==> config.mk <==
export PLATFORM = sky130hd
export DESIGN_NAME = issue_sched
export DESIGN_NICKNAME = d
export VERILOG_FILES = /design/src/rtl/issue_sched.sv
export SDC_FILE = /design/constraint.sdc
export NUM_CORES = 1
export LEC_CHECK = 0
export ABC_CLOCK_PERIOD_IN_PS = 88500
export CAP_MARGIN = 25
export CORE_UTILIZATION = 65
export DETAILED_ROUTE_END_ITERATION = 6
export PLACE_DENSITY = 0.91
export SYNTH_ARGS = -nofsm -noshare
export SYNTH_HDL_FRONTEND = slang
export SYNTH_SLANG_ARGS = --single-unit
==> constraint.sdc <==
create_clock -name clk -period 88.5 [get_ports clk]
set_clock_uncertainty 0.2 [all_clocks]
set_input_delay 13.275 -clock clk [delete_from_list [all_inputs] [get_ports clk]]
set_output_delay 13.275 -clock clk [all_outputs]
set_load 0.02 [all_outputs]
==> src/rtl/issue_sched.sv <==
// issue_sched: oldest-first selection of ALU, MUL and LOAD entries from the issue queue.
// Grants are registered; loads are held by a handshake FSM until the LSU accepts them.
module issue_sched #(
  parameter int CIQ_DEPTH = 16,
  parameter int AGE_WIDTH = 5,
  parameter int MUL_LAT   = 3
) (
  input  logic                           clk,
  input  logic                           rst,
  input  logic [CIQ_DEPTH-1:0]           req,
  input  logic [2*CIQ_DEPTH-1:0]         entry_type,
  input  logic [AGE_WIDTH*CIQ_DEPTH-1:0] entry_age,
  input  logic                           flush,
  input  logic                           lsu_ready,
  output logic                           alu0_vld,
  output logic                           alu1_vld,
  output logic                           mul_vld,
  output logic                           ld_vld,
  output logic [3:0]                     alu0_addr,
  output logic [3:0]                     alu1_addr,
  output logic [3:0]                     mul_addr,
  output logic [3:0]                     ld_addr,
  output logic                           mul_busy
);
  typedef enum logic {IDLE, WAIT} ld_st_e;
  localparam logic [CIQ_DEPTH-1:0] ONE = CIQ_DEPTH'(1);
  // returns {found, index}: minimum age wins, strict compare keeps the lowest index on ties
  function automatic logic [4:0] pick(input logic [CIQ_DEPTH-1:0] c,
                                      input logic [AGE_WIDTH*CIQ_DEPTH-1:0] a);
    logic                 f;
    logic [3:0]           idx;
    logic [AGE_WIDTH-1:0] best;
    f = 1'b0;
    idx = '0;
    best = '0;
    for (int i = 0; i < CIQ_DEPTH; i++)
      if (c[i] && (!f || a[AGE_WIDTH*i +: AGE_WIDTH] < best)) begin
        f = 1'b1;
        idx = 4'(i);
        best = a[AGE_WIDTH*i +: AGE_WIDTH];
      end
    return {f, idx};
  endfunction
  ld_st_e                 state_q, state_d;
  logic                   alu0_vld_q, alu0_vld_d, alu1_vld_q, alu1_vld_d, mul_vld_q, mul_vld_d;
  logic [3:0]             alu0_addr_q, alu0_addr_d, alu1_addr_q, alu1_addr_d;
  logic [3:0]             mul_addr_q, mul_addr_d, ld_addr_q, ld_addr_d;
  logic                   ld_acc_vld_q, ld_acc_vld_d;
  logic [3:0]             ld_acc_addr_q, ld_acc_addr_d;
  logic [3:0]             mul_cnt_q, mul_cnt_d;
  logic [CIQ_DEPTH-1:0]   is_alu, is_mul, is_ld, mask, elig;
  logic [4:0]             alu0_p, alu1_p, mul_p, ld_p;
  logic                   ld_take;
  always_comb begin
    is_alu = '0;
    is_mul = '0;
    is_ld = '0;
    for (int i = 0; i < CIQ_DEPTH; i++) begin
      is_alu[i] = entry_type[2*i +: 2] == 2'd0;
      is_mul[i] = entry_type[2*i +: 2] == 2'd1;
      is_ld[i]  = entry_type[2*i +: 2] == 2'd2;
    end
  end
  assign mask = ({CIQ_DEPTH{alu0_vld_q}}     & (ONE << alu0_addr_q))
              | ({CIQ_DEPTH{alu1_vld_q}}     & (ONE << alu1_addr_q))
              | ({CIQ_DEPTH{mul_vld_q}}      & (ONE << mul_addr_q))
              | ({CIQ_DEPTH{state_q == WAIT}} & (ONE << ld_addr_q))
              | ({CIQ_DEPTH{ld_acc_vld_q}}   & (ONE << ld_acc_addr_q));
  assign elig    = req & ~mask;
  assign alu0_p  = pick(elig & is_alu, entry_age);
  assign alu1_p  = pick(elig & is_alu & ~(ONE << alu0_p[3:0]), entry_age);
  assign mul_p   = pick(elig & is_mul, entry_age);
  assign ld_p    = pick(elig & is_ld, entry_age);
  assign ld_take = state_q == IDLE || lsu_ready;
  always_comb begin
    state_d = flush ? IDLE : ld_take ? (ld_p[4] ? WAIT : IDLE) : WAIT;
  end
  always_comb begin
    alu0_vld_d    = !flush && alu0_p[4];
    alu0_addr_d   = alu0_vld_d ? alu0_p[3:0] : alu0_addr_q;
    alu1_vld_d    = !flush && alu1_p[4];
    alu1_addr_d   = alu1_vld_d ? alu1_p[3:0] : alu1_addr_q;
    mul_vld_d     = !flush && mul_cnt_q <= 4'd1 && mul_p[4];
    mul_addr_d    = mul_vld_d ? mul_p[3:0] : mul_addr_q;
    mul_cnt_d     = flush ? 4'd0 : mul_vld_d ? 4'(MUL_LAT) : mul_cnt_q != 4'd0 ? mul_cnt_q - 4'd1 : mul_cnt_q;
    ld_addr_d     = (!flush && ld_take && ld_p[4]) ? ld_p[3:0] : ld_addr_q;
    ld_acc_vld_d  = !flush && state_q == WAIT && lsu_ready;
    ld_acc_addr_d = ld_acc_vld_d ? ld_addr_q : ld_acc_addr_q;
  end
  always_ff @(posedge clk or posedge rst)
    if (rst) begin
      state_q       <= IDLE;
      alu0_vld_q    <= 1'b0;
      alu1_vld_q    <= 1'b0;
      mul_vld_q     <= 1'b0;
      alu0_addr_q   <= '0;
      alu1_addr_q   <= '0;
      mul_addr_q    <= '0;
      ld_addr_q     <= '0;
      ld_acc_vld_q  <= 1'b0;
      ld_acc_addr_q <= '0;
      mul_cnt_q     <= '0;
    end else begin
      state_q       <= state_d;
      alu0_vld_q    <= alu0_vld_d;
      alu1_vld_q    <= alu1_vld_d;
      mul_vld_q     <= mul_vld_d;
      alu0_addr_q   <= alu0_addr_d;
      alu1_addr_q   <= alu1_addr_d;
      mul_addr_q    <= mul_addr_d;
      ld_addr_q     <= ld_addr_d;
      ld_acc_vld_q  <= ld_acc_vld_d;
      ld_acc_addr_q <= ld_acc_addr_d;
      mul_cnt_q     <= mul_cnt_d;
    end
  assign alu0_vld  = alu0_vld_q;
  assign alu1_vld  = alu1_vld_q;
  assign mul_vld   = mul_vld_q;
  assign ld_vld    = state_q == WAIT;
  assign alu0_addr = alu0_addr_q;
  assign alu1_addr = alu1_addr_q;
  assign mul_addr  = mul_addr_q;
  assign ld_addr   = ld_addr_q;
  assign mul_busy  = mul_cnt_q > 4'd1;
endmodule

==> report_table.html <==
<table>
<tr><th>Metric</th><th>Value</th></tr>
<tr><th colspan="2">Outcome</th></tr>
<tr><td>Run status</td><td>complete, but fails checks</td></tr>
<tr><td>Violations in the final reports</td><td>DRC</td></tr>
<tr><th colspan="2">Worst hold path</th></tr>
<tr><td>Worst hold path class</td><td>reg2reg</td></tr>
<tr><td>Origin of the worst min-delay path</td><td>ld_acc_addr_q[2]$_DFFE_PP0P_</td></tr>
<tr><th colspan="2">Logic synthesis</th></tr>
<tr><td>Largest area contributor in the synthesized netlist</td><td>sky130_fd_sc_hd__ha_1</td></tr>
<tr><td>Most used DFF post-synth</td><td>sky130_fd_sc_hd__dfrtp_1</td></tr>
<tr><td>Netlist area before placement</td><td>0.0155 mm2</td></tr>
<tr><td>Post-synth net total</td><td>2603</td></tr>
<tr><td>Count of state elements after synthesis</td><td>29</td></tr>
<tr><td>EDFF count, synth</td><td>0</td></tr>
<tr><td>Cell with the most instances after synthesis</td><td>sky130_fd_sc_hd__nor2_1</td></tr>
<tr><td>Mean instance size in the synthesized netlist</td><td>6.85 um2</td></tr>
<tr><td>Number of distinct library cell variants in the gate-level netlist after synthesis</td><td>121</td></tr>
<tr><td>Post-synthesis async set-or-reset flop share</td><td>1.00</td></tr>
<tr><td>Proportion of synthesized chip area in sequential cells</td><td>0.0469</td></tr>
<tr><td>Synth area leaders</td><td>sky130_fd_sc_hd__ha_1 (17%), sky130_fd_sc_hd__a21oi_1 (5.9%), sky130_fd_sc_hd__nor2_1 (5.4%)</td></tr>
<tr><td>Instance count of the mapped netlist</td><td>2260</td></tr>
<tr><td>Count of warnings emitted by yosys</td><td>0</td></tr>
<tr><td>Area share of the largest cell type after synthesis</td><td>0.170</td></tr>
<tr><td>Post-synth top cells</td><td>sky130_fd_sc_hd__nor2_1 (222), sky130_fd_sc_hd__inv_1 (218), sky130_fd_sc_hd__nand2_1 (213), sky130_fd_sc_hd__ha_1 (211), sky130_fd_sc_hd__a21oi_1 (182)</td></tr>
<tr><th colspan="2">Timing</th></tr>
<tr><td>Total negative setup slack</td><td>0 ps</td></tr>
<tr><td>Final Slew Violations</td><td>0</td></tr>
<tr><td>Unrepaired setup endpoints after global routing</td><td>false</td></tr>
<tr><td>Share of the cycle needed by the critical path after routing</td><td>0.780</td></tr>
<tr><td>Worst setup slack after layout</td><td>19440 ps</td></tr>
<tr><td>Count of final hold-check violations</td><td>0</td></tr>
<tr><td>FMAX</td><td>0.0145 GHz</td></tr>
<tr><td>Worst-margin pin slew</td><td>1100 ps</td></tr>
<tr><td>Post-layout min period</td><td>69060 ps</td></tr>
<tr><td>Count of final setup violators</td><td>0</td></tr>
<tr><td>Slew headroom</td><td>0.256</td></tr>
<tr><td>Worst hold slack</td><td>389 ps</td></tr>
<tr><th colspan="2">Floorplanning</th></tr>
<tr><td>Area of the placeable core</td><td>0.0234 mm2</td></tr>
<tr><td>Std cell rows</td><td>56</td></tr>
<tr><td>Chip height</td><td>156 um</td></tr>
<tr><td>Die area</td><td>0.0244 mm2</td></tr>
<tr><td>Width of the die</td><td>156 um</td></tr>
<tr><td>Starting Density</td><td>0.662</td></tr>
<tr><td>I/O pin cnt</td><td>153</td></tr>
<tr><th colspan="2">Global routing</th></tr>
<tr><td>Aggregate global routing overflow</td><td>0</td></tr>
<tr><td>Wire length of the first global-routing pass</td><td>93700 um</td></tr>
<tr><td>Number of antenna violations at the first check in global routing</td><td>0</td></tr>
<tr><td>Pin count of the biggest net entering global routing</td><td>25</td></tr>
<tr><td>Vias in the first global route</td><td>18000</td></tr>
<tr><td>Global router's overall resource usage</td><td>0.490</td></tr>
<tr><th colspan="2">Pwr</th></tr>
<tr><td>VDD IR max</td><td>0.0189 mV</td></tr>
<tr><td>Standby leakage power</td><td>7.70 nW</td></tr>
<tr><td>Pwr Density</td><td>25.4 mW/mm2</td></tr>
<tr><th colspan="2">Clock tree</th></tr>
<tr><td>Buffers inserted during post-CTS setup optimization</td><td>0</td></tr>
<tr><td>Clk root buf</td><td>sky130_fd_sc_hd__clkbuf_16</td></tr>
<tr><td>CTS HTree Levels</td><td>2</td></tr>
<tr><td>Cts hold-fix bufs</td><td>0</td></tr>
<tr><td>Clock latency reported for the late side of the worst-skew pair</td><td>290 ps</td></tr>
<tr><td>Resized cells post-CTS</td><td>0</td></tr>
<tr><td>CTS sink count</td><td>29</td></tr>
<tr><td>Inserted Clock Buffers</td><td>5</td></tr>
<tr><td>CTS clock-pin slew for the worst setup and hold paths</td><td>60 ps</td></tr>
<tr><td>Clock tree from TritonCTS</td><td>built</td></tr>
<tr><td>Maximum clock insertion buffer count</td><td>2</td></tr>
<tr><th colspan="2">Finish</th></tr>
<tr><td>Core occupancy in the finished layout</td><td>0.744</td></tr>
<tr><td>Area of the multi-input gates</td><td>0.0137 mm2</td></tr>
<tr><td>Register area</td><td>726 um2</td></tr>
<tr><td>Number of nets in the layout</td><td>2713</td></tr>
<tr><td>Ratio of cells with drive above 1 in the final layout</td><td>0.0683</td></tr>
<tr><td>N_diodes</td><td>0</td></tr>
<tr><td>Fillcell total</td><td>1868</td></tr>
<tr><td>Area added between synthesis and finish</td><td>12.4%</td></tr>
<tr><th colspan="2">Place</th></tr>
<tr><td>Weighted congestion at the end of routability-driven global placement</td><td>1.05</td></tr>
<tr><td>Detailed placer's ending HPWL</td><td>50500 um</td></tr>
<tr><td>Port bufs</td><td>152</td></tr>
<tr><td>DP Worst Slack</td><td>20800 ps</td></tr>
<tr><th colspan="2">Worst setup path</th></tr>
<tr><td>Top cell by count, worst path</td><td>sky130_fd_sc_hd__ha_1</td></tr>
<tr><td>Largest driver fanout on the critical path</td><td>19</td></tr>
<tr><td>Class of the most critical setup path</td><td>in2reg</td></tr>
<tr><td>Critical Path Source Type</td><td>input port</td></tr>
<tr><td>Buffers and inverters on the worst path</td><td>23</td></tr>
<tr><td>Cell class contributing the biggest share of worst-path delay</td><td>compound AO/OA/AOI/OAI gates</td></tr>
<tr><td>Type of element capturing the critical path</td><td>register</td></tr>
<tr><td>Worst setup path start</td><td>entry_type[0]</td></tr>
<tr><td>Critical Path RT</td><td>88500 ps</td></tr>
<tr><td>Worst path slowest cell</td><td>sky130_fd_sc_hd__a31oi_1</td></tr>
<tr><td>Data arrival time of the critical path</td><td>69070 ps</td></tr>
<tr><td>Crit-path max cell delay</td><td>860 ps</td></tr>
<tr><td>Beginning of the worst register-to-register path</td><td>ld_vld$_DFF_PP0_</td></tr>
<tr><th colspan="2">Route</th></tr>
<tr><td>Residual DRC count</td><td>3</td></tr>
<tr><td>Number of DRC violations after detailed-routing iteration 0</td><td>2605</td></tr>
<tr><td>Final routed wirelength across all metal layers</td><td>62000 um</td></tr>
<tr><td>Detailed Routing Iterations Pass 1</td><td>7</td></tr>
<tr><td>Routed len/inst</td><td>23.0 um</td></tr>
<tr><td>Via Count</td><td>19300</td></tr>
<tr><td>Post-DRT Antenna Nets</td><td>0</td></tr>
<tr><td>Avg Vias per Cell</td><td>7.16</td></tr>
<tr><th colspan="2">Flow run</th></tr>
<tr><td># Max-Cap Violations</td><td>0</td></tr>
</table>
[per-layer routing]
layer  vias up  part of all wire  GRT usage
met4         0             0.069      0.303
met2      1372              0.43      0.772
li1       8673                 -          -
met3       351              0.13      0.135
met1      8877              0.38      0.590
met5         -                 0          0
[flip-flops by register name, indices dropped and copies added (netlist names)]
name and flops:
mul_cnt_q 4, ld_acc_vld_q 1, ld_addr 4, mul_vld 1, mul_addr 4, alu0_addr 4, ld_vld 1, alu1_addr 4
alu1_vld 1, ld_acc_addr_q 4, alu0_vld 1
[layout make-up]
class,instances,share of cell area
Clock buffer,6,0.00798
Inverter,218,0.0470
Sequential cell,29,0.0417
Timing Repair Buffer,162,0.0926
Tap cell,319,0.0229
Clock inverter,2,0.00216
Multi-Input combinational cell,1954,0.786
[logic make-up after synthesis]
kind of cell / synth area share
AOI/OAI and AO/OA: 0.376
xor gates and xnor gates: 0.00388
adders and majority gates: 0.173
buffers and inverters: 0.0701
DFF: 0.0469
muxes: 0.0726
and+or+nand+nor: 0.258
[power breakdown]
group	internal, W	total [W]	switching (W)	leakage [nW]
combinational	0.000154	0.000390	0.000236	7.27
sequential	0.0000192	0.0000316	0.0000124	0.341
clock	0.0000140	0.0000210	0.00000691	0.0831
total	0.000187	0.000442	0.000256	7.70
[final timing paths]
check,to,slack (ps),cells past startpoint
max,alu1_addr[2]$_DFFE_PP0P_,19440,267
min,ld_acc_addr_q[2]$_DFFE_PP0P_,390,1
max reg2reg,alu1_addr[2]$_DFFE_PP0P_,32020,266
min reg2reg,ld_acc_addr_q[2]$_DFFE_PP0P_,390,1
max in group asynchronous,alu0_addr[3]$_DFFE_PP0P_,74600,3
min in group asynchronous,ld_acc_addr_q[3]$_DFFE_PP0P_,13060,2
[layout by cell type, fill, tap and decap left out, types with 42 or more instances in the layout]
master                            count
sky130_fd_sc_hd__o21ai_0            142
sky130_fd_sc_hd__ha_1               211
sky130_fd_sc_hd__inv_1              218
sky130_fd_sc_hd__mux2i_1             45
sky130_fd_sc_hd__nand2_1            213
sky130_fd_sc_hd__a21oi_1            182
sky130_fd_sc_hd__o21a_1              43
sky130_fd_sc_hd__nand2b_1            46
sky130_fd_sc_hd__a21o_1              72
sky130_fd_sc_hd__nand3_1             42
sky130_fd_sc_hd__clkdlybuf4s50_1    152
sky130_fd_sc_hd__nor2_1             222
[through the flow]
step	total power, W	std cells	instance area [um2]
2_1_floorplan	0.000298	2260	15500
4_1_cts	0.000426	2688	17400
3_5_place_dp	0.000402	2680	17200
5_1_grt	0.000475	2690	17400
6_report	0.000442	2690	17400
3_3_place_gp	0.000386	2678	17200
[worst register-to-register path: cells and delay by family (launching register included)]
kind                     cells  cell delay [ps]
AO/OA/AOI/OAI              135            30430
AND/OR/NAND/NOR             66            10790
adder cells (fa/ha/maj)     30             8850
multiplexers                13             3790
buffers and inverters       22             1780
flip-flops                   1              550
(Power assumes the default switching activity.)
